===== src/rtl/riscv_ctrl_pkg.sv =====
// Shared definitions for the RV32 decode-control stage.
//   - RV32 major opcodes used by the decoder
//   - ALU operation, access-width and writeback-select encodings
//   - decoded-control struct carried from ctrl_decode into the stage registers
//   - FSM state type and a small helper for sizing the multicycle counter
package riscv_ctrl_pkg;

  // Major opcodes (instr[6:0])
  localparam logic [6:0] OP_I1  = 7'b0000011;  // loads
  localparam logic [6:0] OP_I2  = 7'b0010011;  // immediate ALU
  localparam logic [6:0] OP_S   = 7'b0100011;  // stores
  localparam logic [6:0] OP_R   = 7'b0110011;  // register ALU / M-extension
  localparam logic [6:0] OP_B   = 7'b1100011;  // branches
  localparam logic [6:0] OP_J   = 7'b1101111;  // JAL
  localparam logic [6:0] OP_JR  = 7'b1100111;  // JALR
  localparam logic [6:0] OP_U   = 7'b0110111;  // LUI
  localparam logic [6:0] OP_UPC = 7'b0010111;  // AUIPC

  // func7 values that select an operation variant
  localparam logic [6:0] F7_BASE = 7'b0000000;
  localparam logic [6:0] F7_ALT  = 7'b0100000;  // SUB / SRA / SRAI
  localparam logic [6:0] F7_MD   = 7'b0000001;  // MUL/DIV/REM family

  // ALU operation codes
  localparam logic [3:0] ALU_ADD = 4'b0000;
  localparam logic [3:0] ALU_SUB = 4'b0001;
  localparam logic [3:0] ALU_AND = 4'b0010;
  localparam logic [3:0] ALU_OR  = 4'b0100;
  localparam logic [3:0] ALU_XOR = 4'b1000;
  localparam logic [3:0] ALU_SRL = 4'b1001;
  localparam logic [3:0] ALU_SLL = 4'b1010;
  localparam logic [3:0] ALU_SRA = 4'b1100;
  localparam logic [3:0] ALU_LUI = 4'b1101;

  // Memory access width
  localparam logic [1:0] WHB_B = 2'b00;
  localparam logic [1:0] WHB_H = 2'b01;
  localparam logic [1:0] WHB_W = 2'b10;

  // Writeback select
  localparam logic [1:0] WOS_CMP = 2'b00;
  localparam logic [1:0] WOS_ALU = 2'b01;
  localparam logic [1:0] WOS_PC4 = 2'b10;

  // Decoded control fields; illegal/md_en travel beside this struct.
  typedef struct packed {
    logic [3:0] alu_ctrl;
    logic [1:0] whb;
    logic       su;
    logic [1:0] wos;
    logic       reg_write;
    logic       mem_read;
    logic       mem_write;
    logic       alu_src;
    logic       branch;
    logic       jalr;
    logic [2:0] md_op;
  } ctrl_t;

  localparam ctrl_t CTRL_NONE = '0;

  typedef enum logic [1:0] {
    ST_EMPTY   = 2'b00,
    ST_MD_WAIT = 2'b01,
    ST_FULL    = 2'b10
  } state_e;

  function automatic int max_lat(input int a, input int b);
    return (a > b) ? a : b;
  endfunction

endpackage


===== src/rtl/ctrl_decode.sv =====
// Purely combinational RV32I(+M) control decoder.
// Ports:
//   i_instr   : 32-bit instruction word
//   o_ctrl    : decoded control fields (all zero for an illegal encoding)
//   o_illegal : encoding not recognised (or M op with ENABLE_M = 0)
//   o_md_en   : legal M-extension operation; o_ctrl.md_op holds its func3
// Fields not meaningful for an instruction class are left at zero
// (e.g. whb/su on ALU ops, wos on stores and branches).
module ctrl_decode
  import riscv_ctrl_pkg::*;
#(
  parameter bit ENABLE_M = 1'b1
) (
  input  logic [31:0] i_instr,
  output ctrl_t       o_ctrl,
  output logic        o_illegal,
  output logic        o_md_en
);

  logic [6:0] w_op;
  logic [6:0] w_f7;
  logic [2:0] w_f3;
  ctrl_t      w_ctrl;
  logic       w_bad;
  logic       w_md;

  assign w_op = i_instr[6:0];
  assign w_f3 = i_instr[14:12];
  assign w_f7 = i_instr[31:25];

  always_comb begin
    w_ctrl = CTRL_NONE;
    w_bad  = 1'b0;
    w_md   = 1'b0;
    case (w_op)
      OP_R: begin
        w_ctrl.reg_write = 1'b1;
        w_ctrl.wos       = WOS_ALU;
        case (w_f7)
          F7_BASE: begin
            case (w_f3)
              3'b000: w_ctrl.alu_ctrl = ALU_ADD;
              3'b001: w_ctrl.alu_ctrl = ALU_SLL;
              3'b010: begin  // SLT: signed compare via subtract
                w_ctrl.alu_ctrl = ALU_SUB;
                w_ctrl.su       = 1'b1;
                w_ctrl.wos      = WOS_CMP;
              end
              3'b011: begin  // SLTU
                w_ctrl.alu_ctrl = ALU_SUB;
                w_ctrl.wos      = WOS_CMP;
              end
              3'b100: w_ctrl.alu_ctrl = ALU_XOR;
              3'b101: w_ctrl.alu_ctrl = ALU_SRL;
              3'b110: w_ctrl.alu_ctrl = ALU_OR;
              3'b111: w_ctrl.alu_ctrl = ALU_AND;
            endcase
          end
          F7_ALT: begin
            case (w_f3)
              3'b000:  w_ctrl.alu_ctrl = ALU_SUB;
              3'b101:  w_ctrl.alu_ctrl = ALU_SRA;
              default: w_bad = 1'b1;
            endcase
          end
          F7_MD: begin
            if (ENABLE_M) begin
              w_md         = 1'b1;
              w_ctrl.md_op = w_f3;
            end else begin
              w_bad = 1'b1;
            end
          end
          default: w_bad = 1'b1;
        endcase
      end
      OP_I2: begin
        w_ctrl.reg_write = 1'b1;
        w_ctrl.alu_src   = 1'b1;
        w_ctrl.wos       = WOS_ALU;
        case (w_f3)
          3'b000: w_ctrl.alu_ctrl = ALU_ADD;
          3'b010: begin  // SLTI
            w_ctrl.alu_ctrl = ALU_SUB;
            w_ctrl.su       = 1'b1;
            w_ctrl.wos      = WOS_CMP;
          end
          3'b011: begin  // SLTIU
            w_ctrl.alu_ctrl = ALU_SUB;
            w_ctrl.wos      = WOS_CMP;
          end
          3'b100: w_ctrl.alu_ctrl = ALU_XOR;
          3'b110: w_ctrl.alu_ctrl = ALU_OR;
          3'b111: w_ctrl.alu_ctrl = ALU_AND;
          3'b001: begin  // SLLI: shamt is 5 bits, upper bits must be zero
            if (w_f7 == F7_BASE) w_ctrl.alu_ctrl = ALU_SLL;
            else                 w_bad = 1'b1;
          end
          3'b101: begin  // SRLI / SRAI
            if (w_f7 == F7_BASE)     w_ctrl.alu_ctrl = ALU_SRL;
            else if (w_f7 == F7_ALT) w_ctrl.alu_ctrl = ALU_SRA;
            else                     w_bad = 1'b1;
          end
        endcase
      end
      OP_I1: begin
        w_ctrl.reg_write = 1'b1;
        w_ctrl.mem_read  = 1'b1;
        w_ctrl.alu_src   = 1'b1;
        w_ctrl.wos       = WOS_ALU;
        case (w_f3)
          3'b000: begin w_ctrl.whb = WHB_B; w_ctrl.su = 1'b1; end
          3'b001: begin w_ctrl.whb = WHB_H; w_ctrl.su = 1'b1; end
          3'b010: begin w_ctrl.whb = WHB_W; w_ctrl.su = 1'b1; end
          3'b100: w_ctrl.whb = WHB_B;
          3'b101: w_ctrl.whb = WHB_H;
          default: w_bad = 1'b1;
        endcase
      end
      OP_S: begin
        w_ctrl.mem_write = 1'b1;
        w_ctrl.alu_src   = 1'b1;
        case (w_f3)
          3'b000:  w_ctrl.whb = WHB_B;
          3'b001:  w_ctrl.whb = WHB_H;
          3'b010:  w_ctrl.whb = WHB_W;
          default: w_bad = 1'b1;
        endcase
      end
      OP_B: begin
        w_ctrl.branch   = 1'b1;
        w_ctrl.alu_ctrl = ALU_SUB;
        case (w_f3)
          3'b000, 3'b001, 3'b100, 3'b101: w_ctrl.su = 1'b1;
          3'b110, 3'b111:                 w_ctrl.su = 1'b0;
          default:                        w_bad = 1'b1;
        endcase
      end
      OP_J: begin
        w_ctrl.reg_write = 1'b1;
        w_ctrl.branch    = 1'b1;
        w_ctrl.alu_src   = 1'b1;
        w_ctrl.wos       = WOS_PC4;
      end
      OP_JR: begin
        if (w_f3 == 3'b000) begin
          w_ctrl.reg_write = 1'b1;
          w_ctrl.branch    = 1'b1;
          w_ctrl.jalr      = 1'b1;
          w_ctrl.alu_src   = 1'b1;
          w_ctrl.wos       = WOS_PC4;
        end else begin
          w_bad = 1'b1;
        end
      end
      OP_U: begin
        w_ctrl.reg_write = 1'b1;
        w_ctrl.alu_src   = 1'b1;
        w_ctrl.alu_ctrl  = ALU_LUI;
        w_ctrl.wos       = WOS_ALU;
      end
      OP_UPC: begin
        w_ctrl.reg_write = 1'b1;
        w_ctrl.alu_src   = 1'b1;
        w_ctrl.alu_ctrl  = ALU_ADD;
        w_ctrl.wos       = WOS_ALU;
      end
      default: w_bad = 1'b1;
    endcase
  end

  // An illegal encoding must not leak partially decoded fields downstream.
  assign o_ctrl    = w_bad ? CTRL_NONE : w_ctrl;
  assign o_illegal = w_bad;
  assign o_md_en   = w_md & ~w_bad;

endmodule


===== src/rtl/id_ctrl_stage.sv =====
// Registered instruction-decode control stage (IF/ID -> EX) with a
// valid/ready handshake on both sides and a multicycle hold for M ops.
// Parameters: XLEN (PC width), ENABLE_M, MUL_LATENCY, DIV_LATENCY (both >= 1).
// Ports:
//   clk, rst_n (synchronous, active-low), flush (kills held/in-progress op)
//   in_valid/in_ready, in_instr, in_pc       : upstream side
//   out_valid/out_ready, out_instr, out_pc   : downstream side
//   alu_ctrl, whb, su, wos, reg_write, mem_read, mem_write, alu_src,
//   branch, jalr, md_en, md_op, illegal      : registered decode
//   md_busy                                  : multicycle countdown active
module id_ctrl_stage
  import riscv_ctrl_pkg::*;
#(
  parameter int XLEN        = 32,
  parameter bit ENABLE_M    = 1'b1,
  parameter int MUL_LATENCY = 2,
  parameter int DIV_LATENCY = 8
) (
  input  logic            clk,
  input  logic            rst_n,
  input  logic            flush,
  input  logic            in_valid,
  output logic            in_ready,
  input  logic [31:0]     in_instr,
  input  logic [XLEN-1:0] in_pc,
  output logic            out_valid,
  input  logic            out_ready,
  output logic [31:0]     out_instr,
  output logic [XLEN-1:0] out_pc,
  output logic [3:0]      alu_ctrl,
  output logic [1:0]      whb,
  output logic            su,
  output logic [1:0]      wos,
  output logic            reg_write,
  output logic            mem_read,
  output logic            mem_write,
  output logic            alu_src,
  output logic            branch,
  output logic            jalr,
  output logic            md_en,
  output logic [2:0]      md_op,
  output logic            illegal,
  output logic            md_busy
);

  localparam int MAX_LAT = max_lat(MUL_LATENCY, DIV_LATENCY);
  localparam int CNT_W   = (MAX_LAT > 1) ? $clog2(MAX_LAT) : 1;
  // Counter is loaded with L-1: the accept cycle itself counts as one.
  localparam logic [CNT_W-1:0] MUL_CNT = CNT_W'(MUL_LATENCY - 1);
  localparam logic [CNT_W-1:0] DIV_CNT = CNT_W'(DIV_LATENCY - 1);

  state_e            r_state;
  state_e            w_state_nxt;
  logic [CNT_W-1:0]  r_cnt;
  logic [CNT_W-1:0]  w_cnt_nxt;
  logic [CNT_W-1:0]  w_lat_cnt;
  logic              w_accept;
  logic              w_md_multi;

  ctrl_t             w_dec_ctrl;
  logic              w_dec_illegal;
  logic              w_dec_md_en;

  ctrl_t             r_ctrl;
  logic              r_illegal;
  logic              r_md_en;
  logic [31:0]       r_instr;
  logic [XLEN-1:0]   r_pc;

  ctrl_decode #(
    .ENABLE_M (ENABLE_M)
  ) u_decode (
    .i_instr   (in_instr),
    .o_ctrl    (w_dec_ctrl),
    .o_illegal (w_dec_illegal),
    .o_md_en   (w_dec_md_en)
  );

  assign w_accept   = in_valid & in_ready;
  // func3[2] separates DIV/DIVU/REM/REMU from the MUL family.
  assign w_lat_cnt  = w_dec_ctrl.md_op[2] ? DIV_CNT : MUL_CNT;
  assign w_md_multi = w_dec_md_en & (w_lat_cnt != '0);

  // State register
  always_ff @(posedge clk) begin
    if (!rst_n) begin
      r_state <= ST_EMPTY;
      r_cnt   <= '0;
    end else begin
      r_state <= w_state_nxt;
      r_cnt   <= w_cnt_nxt;
    end
  end

  // Next state. An accept is only possible from EMPTY or FULL (in_ready),
  // so it is handled once ahead of the per-state behaviour.
  always_comb begin
    w_state_nxt = r_state;
    w_cnt_nxt   = r_cnt;
    if (flush) begin
      w_state_nxt = ST_EMPTY;
      w_cnt_nxt   = '0;
    end else if (w_accept) begin
      if (w_md_multi) begin
        w_state_nxt = ST_MD_WAIT;
        w_cnt_nxt   = w_lat_cnt;
      end else begin
        w_state_nxt = ST_FULL;
        w_cnt_nxt   = '0;
      end
    end else begin
      case (r_state)
        ST_MD_WAIT: begin
          // Saturating countdown; the last decrement releases the result.
          if (r_cnt > CNT_W'(1)) begin
            w_cnt_nxt = r_cnt - CNT_W'(1);
          end else begin
            w_cnt_nxt   = '0;
            w_state_nxt = ST_FULL;
          end
        end
        ST_FULL: begin
          if (out_ready) w_state_nxt = ST_EMPTY;
        end
        ST_EMPTY: w_state_nxt = ST_EMPTY;
        default: begin
          w_state_nxt = ST_EMPTY;
          w_cnt_nxt   = '0;
        end
      endcase
    end
  end

  // Outputs of the FSM
  always_comb begin
    in_ready  = 1'b0;
    out_valid = 1'b0;
    md_busy   = 1'b0;
    case (r_state)
      ST_EMPTY:   in_ready = 1'b1;
      ST_FULL: begin
        out_valid = 1'b1;
        in_ready  = out_ready;
      end
      ST_MD_WAIT: md_busy = 1'b1;
      default:    in_ready = 1'b0;
    endcase
    in_ready = in_ready & rst_n & ~flush;
  end

  // Output registers: loaded only on accept, so they hold under back-pressure.
  always_ff @(posedge clk) begin
    if (!rst_n) begin
      r_ctrl    <= CTRL_NONE;
      r_illegal <= 1'b0;
      r_md_en   <= 1'b0;
      r_instr   <= '0;
      r_pc      <= '0;
    end else if (w_accept) begin
      r_ctrl    <= w_dec_ctrl;
      r_illegal <= w_dec_illegal;
      r_md_en   <= w_dec_md_en;
      r_instr   <= in_instr;
      r_pc      <= in_pc;
    end
  end

  assign out_instr = r_instr;
  assign out_pc    = r_pc;
  assign alu_ctrl  = r_ctrl.alu_ctrl;
  assign whb       = r_ctrl.whb;
  assign su        = r_ctrl.su;
  assign wos       = r_ctrl.wos;
  assign reg_write = r_ctrl.reg_write;
  assign mem_read  = r_ctrl.mem_read;
  assign mem_write = r_ctrl.mem_write;
  assign alu_src   = r_ctrl.alu_src;
  assign branch    = r_ctrl.branch;
  assign jalr      = r_ctrl.jalr;
  assign md_op     = r_ctrl.md_op;
  assign md_en     = r_md_en;
  assign illegal   = r_illegal;

endmodule


===== config.mk =====
export PLATFORM = sky130hd
export DESIGN_NAME = id_ctrl_stage
export DESIGN_NICKNAME = d
export VERILOG_FILES = /design/src/rtl/riscv_ctrl_pkg.sv /design/src/rtl/ctrl_decode.sv /design/src/rtl/id_ctrl_stage.sv
export SDC_FILE = /design/constraint.sdc
export NUM_CORES = 1
export LEC_CHECK = 0
export CORE_ASPECT_RATIO = 0.75
export CORE_MARGIN = 8
export CORE_UTILIZATION = 25
export CTS_CLUSTER_DIAMETER = 80
export DETAILED_ROUTE_END_ITERATION = 7
export RECOVER_POWER = 100
export SYNTH_ARGS = -nofsm -noshare
export SYNTH_HDL_FRONTEND = slang
export SYNTH_HIERARCHICAL = 1
export SYNTH_SLANG_ARGS = --single-unit

===== constraint.sdc =====
create_clock -name clk -period 4 [get_ports clk]
set_input_delay 0.4 -clock clk [delete_from_list [all_inputs] [get_ports clk]]
set_output_delay 0.4 -clock clk [all_outputs]
set_load 0.02 [all_outputs]

==> results of run 1 <==
-- cells by family (layout without fill, tap and decap cells) --
group,count (synthesis),after routing,share of synthesized area [%]
AOI/OAI and AO/OA,130,130,23.8
xor gates and xnor gates,1,1,0.210
adders and majority gates,2,2,0.600
buffers and inverters,43,181,6.57
DFF,89,89,42.7
muxes,1,1,0.270
and+or+nand+nor,245,245,25.8
-- worst max-delay path, cell delays in order --
cell           delay, ps
dlygate4sd3_1        570
or3b_1               410
nor3_2               910
buf_4                420
nand2_1              180
o2111a_1             170
-- final cells by class --
| type | count | area share [%] |
|---|---|---|
| tap | 215 | 4.44 |
| clock buffer | 13 | 4.13 |
| clock inverter | 3 | 0.661 |
| inverter | 6 | 0.372 |
| sequential | 89 | 29.4 |
| multi-input combinational | 379 | 34.9 |
| timing repair buffer | 159 | 26.0 |
-- cell usage in the layout (no fill, tap or decap), types with 3 or more instances in the layout --
cell and count:
nand3_1 6, and2_1 3, nor3_1 9, o21ai_0 6, nor2b_1 8, nor2_1 12, a31oi_1 6, a21oi_1 9
dfxtp_1 89, inv_1 6, dlygate4sd3_1 89, a21boi_0 82, nor4_1 3, o311ai_0 3, clkbuf_1 3, clkdlybuf4s50_1 65
buf_4 4, nand2_1 180, clkbuf_16 9
-- power by group through the flow --
stage | Clock (mW) | Sequential, mW | Combinational, mW
final | 0.845 | 0.919 | 0.261
after global routing | 0.919 | 0.922 | 0.282
after CTS | 0.882 | 0.920 | 0.276
after detailed placement | 0 | 0.940 | 0.275
after global placement | 0 | 0.939 | 0.272
after floorplan | 0 | 0.966 | 0.111
-- state kept, by name (all words and copies together) (netlist names), 2 cells and up --
| name | cells |
|---|---|
| wos | 2 |
| out_pc | 32 |
| r_cnt | 3 |
| alu_ctrl | 4 |
| whb | 2 |
| r_state | 2 |
| md_op | 3 |
| out_instr | 32 |
-- per-stage QoR --
step                      util (%)  hold slack, ps
after CTS                     36.6             457
after global placement        34.8             440
after detailed placement      34.8             447
after floorplan                  -             531
final                         36.5             462
after global routing          36.5             478
-- metal layers --
metal | global-route usage (%) | wire length (um) | up-vias
met4 | 3.17 | 134 | 0
li1 | - | - | 1992
met2 | 19.2 | 6000 | 118
met3 | 5.13 | 1180 | 9
met5 | 0 | 0 | -
met1 | 15.7 | 6250 | 1863
-- how the worst max path moves through the flow --
stage,startpoint,endpoint,depth (start not counted)
floorplan,in_instr[28],mem_write,7
global placement,in_instr[28],wos[0],7
detailed placement,in_instr[0],r_cnt[2],10
CTS,rst_n,in_ready,5
global route,flush,md_en,6
finish,flush,r_state[1],6
==> flow_metrics.env, run 1 <==
export IMPL_p_int_mw=1.53
export IMPL_ys_async_sr_fraction_pct=0
export IMPL_drv_slew=85
export IMPL_endpoint_kind="flop"
export IMPL_clock_fmax_mhz=352
export IMPL_grt_usage_pct=12.4
export IMPL_place_ws_ps=1180
export IMPL_cp_required_ps=4230
export IMPL_vias=3982
export IMPL_place_congestion=0.820
export IMPL_drv_cap=1
export IMPL_final_fill_count=1708
export IMPL_r2r_start="r_state[0]"
export IMPL_avgSynthCellArea_um2=8.16
export IMPL_post_dp_hpwl_um=9800
export IMPL_yosysMostFrequentCell="nand2_1"
export IMPL_setup_violations=0
export IMPL_nNetsFinal=715
export IMPL_grt_pass1_vias=3963
export IMPL_core_area_um2=16600
export IMPL_netlist_top_cells_area="dfxtp_1 (43%), nand2_1 (16%), a21boi_1 (11%)"
export IMPL_ant_nets=0
export IMPL_io_pins=156
export IMPL_setup_ws_ps=1160
export IMPL_grt_pass1_wl_um=21100
export IMPL_drive_gt1_share_pct=5.08
export IMPL_post_cts_buffers=0
export IMPL_p_sw_mw=0.491
export IMPL_violations="max-capacitance violations, max-slew violations"
export IMPL_syn_num_nets=582
export IMPL_cts_inserted_buffers=9
export IMPL_postSynthCellCount=511
export IMPL_irDropWorstVdd_mv=0.202
export IMPL_r2r_setup_slack_ps=1370
export IMPL_clockRootBuffer="clkbuf_16"
export IMPL_dieArea_um2=21100
export IMPL_startpoint_type="input port"
export IMPL_multi_input_area_um2=2110
export IMPL_die_w_um=165
export IMPL_grt_ovfl_total=0
export IMPL_fin_skew_ps=3.54
export IMPL_path_class="in -> reg"
export IMPL_clock_sinks=89
export IMPL_grt_max_degree=87
export IMPL_worstSkewPairLatency_ps=340
export IMPL_antenna_found_initial=1
export IMPL_ys_top_cells_by_count="nand2_1 (180), dfxtp_1 (89), a21boi_1 (61), a21boi_0 (23), clkbuf_1 (15)"
export IMPL_worst_pin_slew_ps=1540
export IMPL_dr_first_iter_drc_count=243
export IMPL_firstDrtPassIters=4
export IMPL_period_share_pct=70.9
export IMPL_initial_core_util_pct=25.2
export IMPL_status="complete, but fails checks"
export IMPL_worstHoldStart="out_instr[21]"
export IMPL_p_seq_share_pct=45.4
export IMPL_hold_buffers=0
export IMPL_syn2layout_area_growth_pct=45.2
export IMPL_ys_seq_area_share_pct=42.7
export IMPL_die_h_um=128
export IMPL_yosysTopAreaCell="dfxtp_1"
export IMPL_via_per_inst=4.61
export IMPL_synth_edf_count=0
export IMPL_p_comb_share_pct=12.9
export IMPL_htreeDepth=3
export IMPL_setup_tns_ps=0
export IMPL_powerDensity_nw_per_um2=335
export IMPL_max_slew_margin_rel_pct=-2.44
export IMPL_crit_arrival_ps=3070
export IMPL_clk_pin_slew_worst_paths_ps=60
export IMPL_r2r_end="r_state[1]"
export IMPL_cts_tree="done"
export IMPL_stdcell_count=864
export IMPL_rsz0062_at_grt="false"
export IMPL_ys_flop_type="dfxtp_1"
export IMPL_yosysTopAreaCellShare_pct=42.7
export IMPL_ys_ff_latch=89
export IMPL_whs_path_depth=2
export IMPL_yosys_warnings=6
export IMPL_wirelength_um=13600
export IMPL_cts_resized=0
export IMPL_clock_path_buffers=2
export IMPL_reg2reg_depth=5
export IMPL_power_frac_clock_pct=41.7
export IMPL_p_leak_nw=2.28
export IMPL_rows=41
export IMPL_drc=0
export IMPL_place_area_um2=5770
export IMPL_wl_per_cell_um=15.7
export IMPL_synth_area_um2=4170
export IMPL_synth_cell_types=59
export IMPL_p_total_mw=2.03
export IMPL_final_cell_area_um2=6050
export IMPL_min_period_ps=2840
export IMPL_p_sw_share_pct=24.2
export IMPL_dp_cells=848
export IMPL_port_buffers=155
export IMPL_regArea_um2=1780
export IMPL_diodes=0
export IMPL_min_path_type="reg -> reg"
export IMPL_worstPathMaxFanout=24
export IMPL_hold_viol_final=0
export IMPL_whs_endpoint="out_instr[21]"
No activity file was read; power rests on OpenSTA's default activity.
==> run 2: changes to the inputs <==
==> constraint.sdc (replaced) <==
create_clock -name clk -period 2.59 [get_ports clk]
set_input_delay 0.259 -clock clk [delete_from_list [all_inputs] [get_ports clk]]
set_output_delay 0.259 -clock clk [all_outputs]
set_load 0.02 [all_outputs]
==> run 2 against run 1 <==
  * The run now ends clean
  * Cell count is 2.2% higher
  * Critical path depth rose by 3
  * Largest cell class unchanged
  * Combinational power rose by 62%
  * Sequential cell count did not move
  * First-iteration DRC count down 4.1%
  * Die area unchanged
  * Global-route usage up 0.41 points
  * Routed wire length down 0.40%
  * Clock skew is 5.0 ps higher
  * Setup slack worse by 900 ps
  * Sequential power up 55%
  * Non-clock buffer count grew 19
==> flow_metrics.env, run 2 (synthesis results as in run 1) <==
export IMPL_final_cell_area_um2=6200
export IMPL_irDropWorstVdd_mv=0.304
export IMPL_worstPathMaxFanout=11
export IMPL_period_share_pct=89.7
export IMPL_path_class="in -> reg"
export IMPL_setup_violations=0
export IMPL_final_fill_count=1710
export IMPL_status="completed"
export IMPL_powerDensity_nw_per_um2=505
export IMPL_dr_wl_met2_um=5960
export IMPL_setup_tns_ps=0
export IMPL_endpoint_kind="flop"
export IMPL_cts_resized=0
export IMPL_dieArea_um2=21100
export IMPL_port_buffers=155
export IMPL_via_per_inst=4.57
export IMPL_clock_path_buffers=2
export IMPL_place_area_um2=5930
export IMPL_grt_ovfl_total=0
export IMPL_max_slew_margin_rel_pct=39.4
export IMPL_clock_sinks=89
export IMPL_rows=41
export IMPL_initial_core_util_pct=25.2
export IMPL_final_cell_mix="nand2_1 (180), dfxtp_1 (89), dlygate4sd3_1 (88)"
export IMPL_die_h_um=128
export IMPL_regArea_um2=1780
export IMPL_io_pins=156
export IMPL_die_w_um=165
export IMPL_final_common_cell="nand2_1"
export IMPL_post_dp_hpwl_um=9970
export IMPL_cp_required_ps=2820
export IMPL_wirelength_met1_um=6300
export IMPL_antenna_found_initial=0
export IMPL_rsz0062_at_grt="false"
export IMPL_hold_viol_final=0
export IMPL_crit_arrival_ps=2560
export IMPL_grt_pass1_vias=4047
export IMPL_place_congestion=0.847
export IMPL_drc=0
export IMPL_clock_fmax_mhz=430
export IMPL_min_period_ps=2320
export IMPL_stdcell_count=883
export IMPL_whs_ps=326
export IMPL_clockRootBuffer="clkbuf_16"
export IMPL_fin_skew_ps=8.52
export IMPL_drive_gt1_share_pct=7.78
export IMPL_post_cts_buffers=0
export IMPL_drv_slew=0
export IMPL_ant_nets=0
export IMPL_wl_met3_um=1050
export IMPL_multi_input_area_um2=2110
export IMPL_grt_max_degree=85
export IMPL_cts_inserted_buffers=9
export IMPL_nNetsFinal=734
export IMPL_min_path_type="in -> reg"
export IMPL_place_ws_ps=-61.9
export IMPL_syn2layout_area_growth_pct=48.7
export IMPL_worstSkewPairLatency_ps=340
export IMPL_diodes=0
export IMPL_startpoint_type="input port"
export IMPL_clk_pin_slew_worst_paths_ps=70
export IMPL_grt_usage_pct=12.8
export IMPL_hold_buffers=0
export IMPL_topRoutingLayerUsed="met4"
export IMPL_setup_ws_ps=266
export IMPL_p_leak_nw=2.37
export IMPL_firstDrtPassIters=4
export IMPL_vias=4034
export IMPL_cts_tree="done"
export IMPL_drv_cap=0
export IMPL_htreeDepth=3
export IMPL_worst_pin_slew_ps=909
export IMPL_core_area_um2=16600
export IMPL_dr_first_iter_drc_count=233
export IMPL_wirelength_um=13500
export IMPL_grt_pass1_wl_um=21600
export IMPL_dp_cells=867
export IMPL_wl_per_cell_um=15.3
run 2: cell type report:
type	count	share of cell area (%)
Clock inverter	4	0.424
Multi-Input combinational cell	379	34.1
Timing Repair Buffer	178	27.8
Tap cell	215	4.34
Inverter	6	0.363
Sequential cell	89	28.7
Clock buffer	12	4.30
run 2: where the power goes:
part / switching, mW / internal [mW]
Combinational: 0.213 / 0.211
Sequential: 0.0160 / 1.40
Clock: 0.557 / 0.728
run 2: critical path, stage by stage:
cell	delay, ps
dlygate4sd3_1	680
nor2_1	200
nand3_1	90
clkbuf_1	220
o41ai_2	650
clkbuf_4	290
nor3_1	50
nand2_1	60
a21boi_1	60
run 2: layer usage:
metal / GRT usage (%) / vias up
met4: 3.59 / 0
met1: 16.3 / 1865
met3: 5.04 / 17
li1: - / 2032
met5: 0 / -
met2: 19.7 / 120
run 2: final timing paths:
path,cells past startpoint,slack (ps),from,end
min reg2reg,2,450,illegal,illegal
max reg2reg,4,590,r_state[0],out_pc[3]
max,9,270,in_instr[6],mem_read
min,3,330,rst_n,r_state[0]
run 2: stage by stage:
| step | util (%) | total power [mW] |
|---|---|---|
| 3_5_place_dp | 35.8 | 1.90 |
| 3_3_place_gp | 35.8 | 1.89 |
| 5_1_grt | 37.4 | 3.29 |
| 6_report | 37.4 | 3.13 |
| 4_1_cts | 37.5 | 3.21 |
| 2_1_floorplan | - | 1.66 |
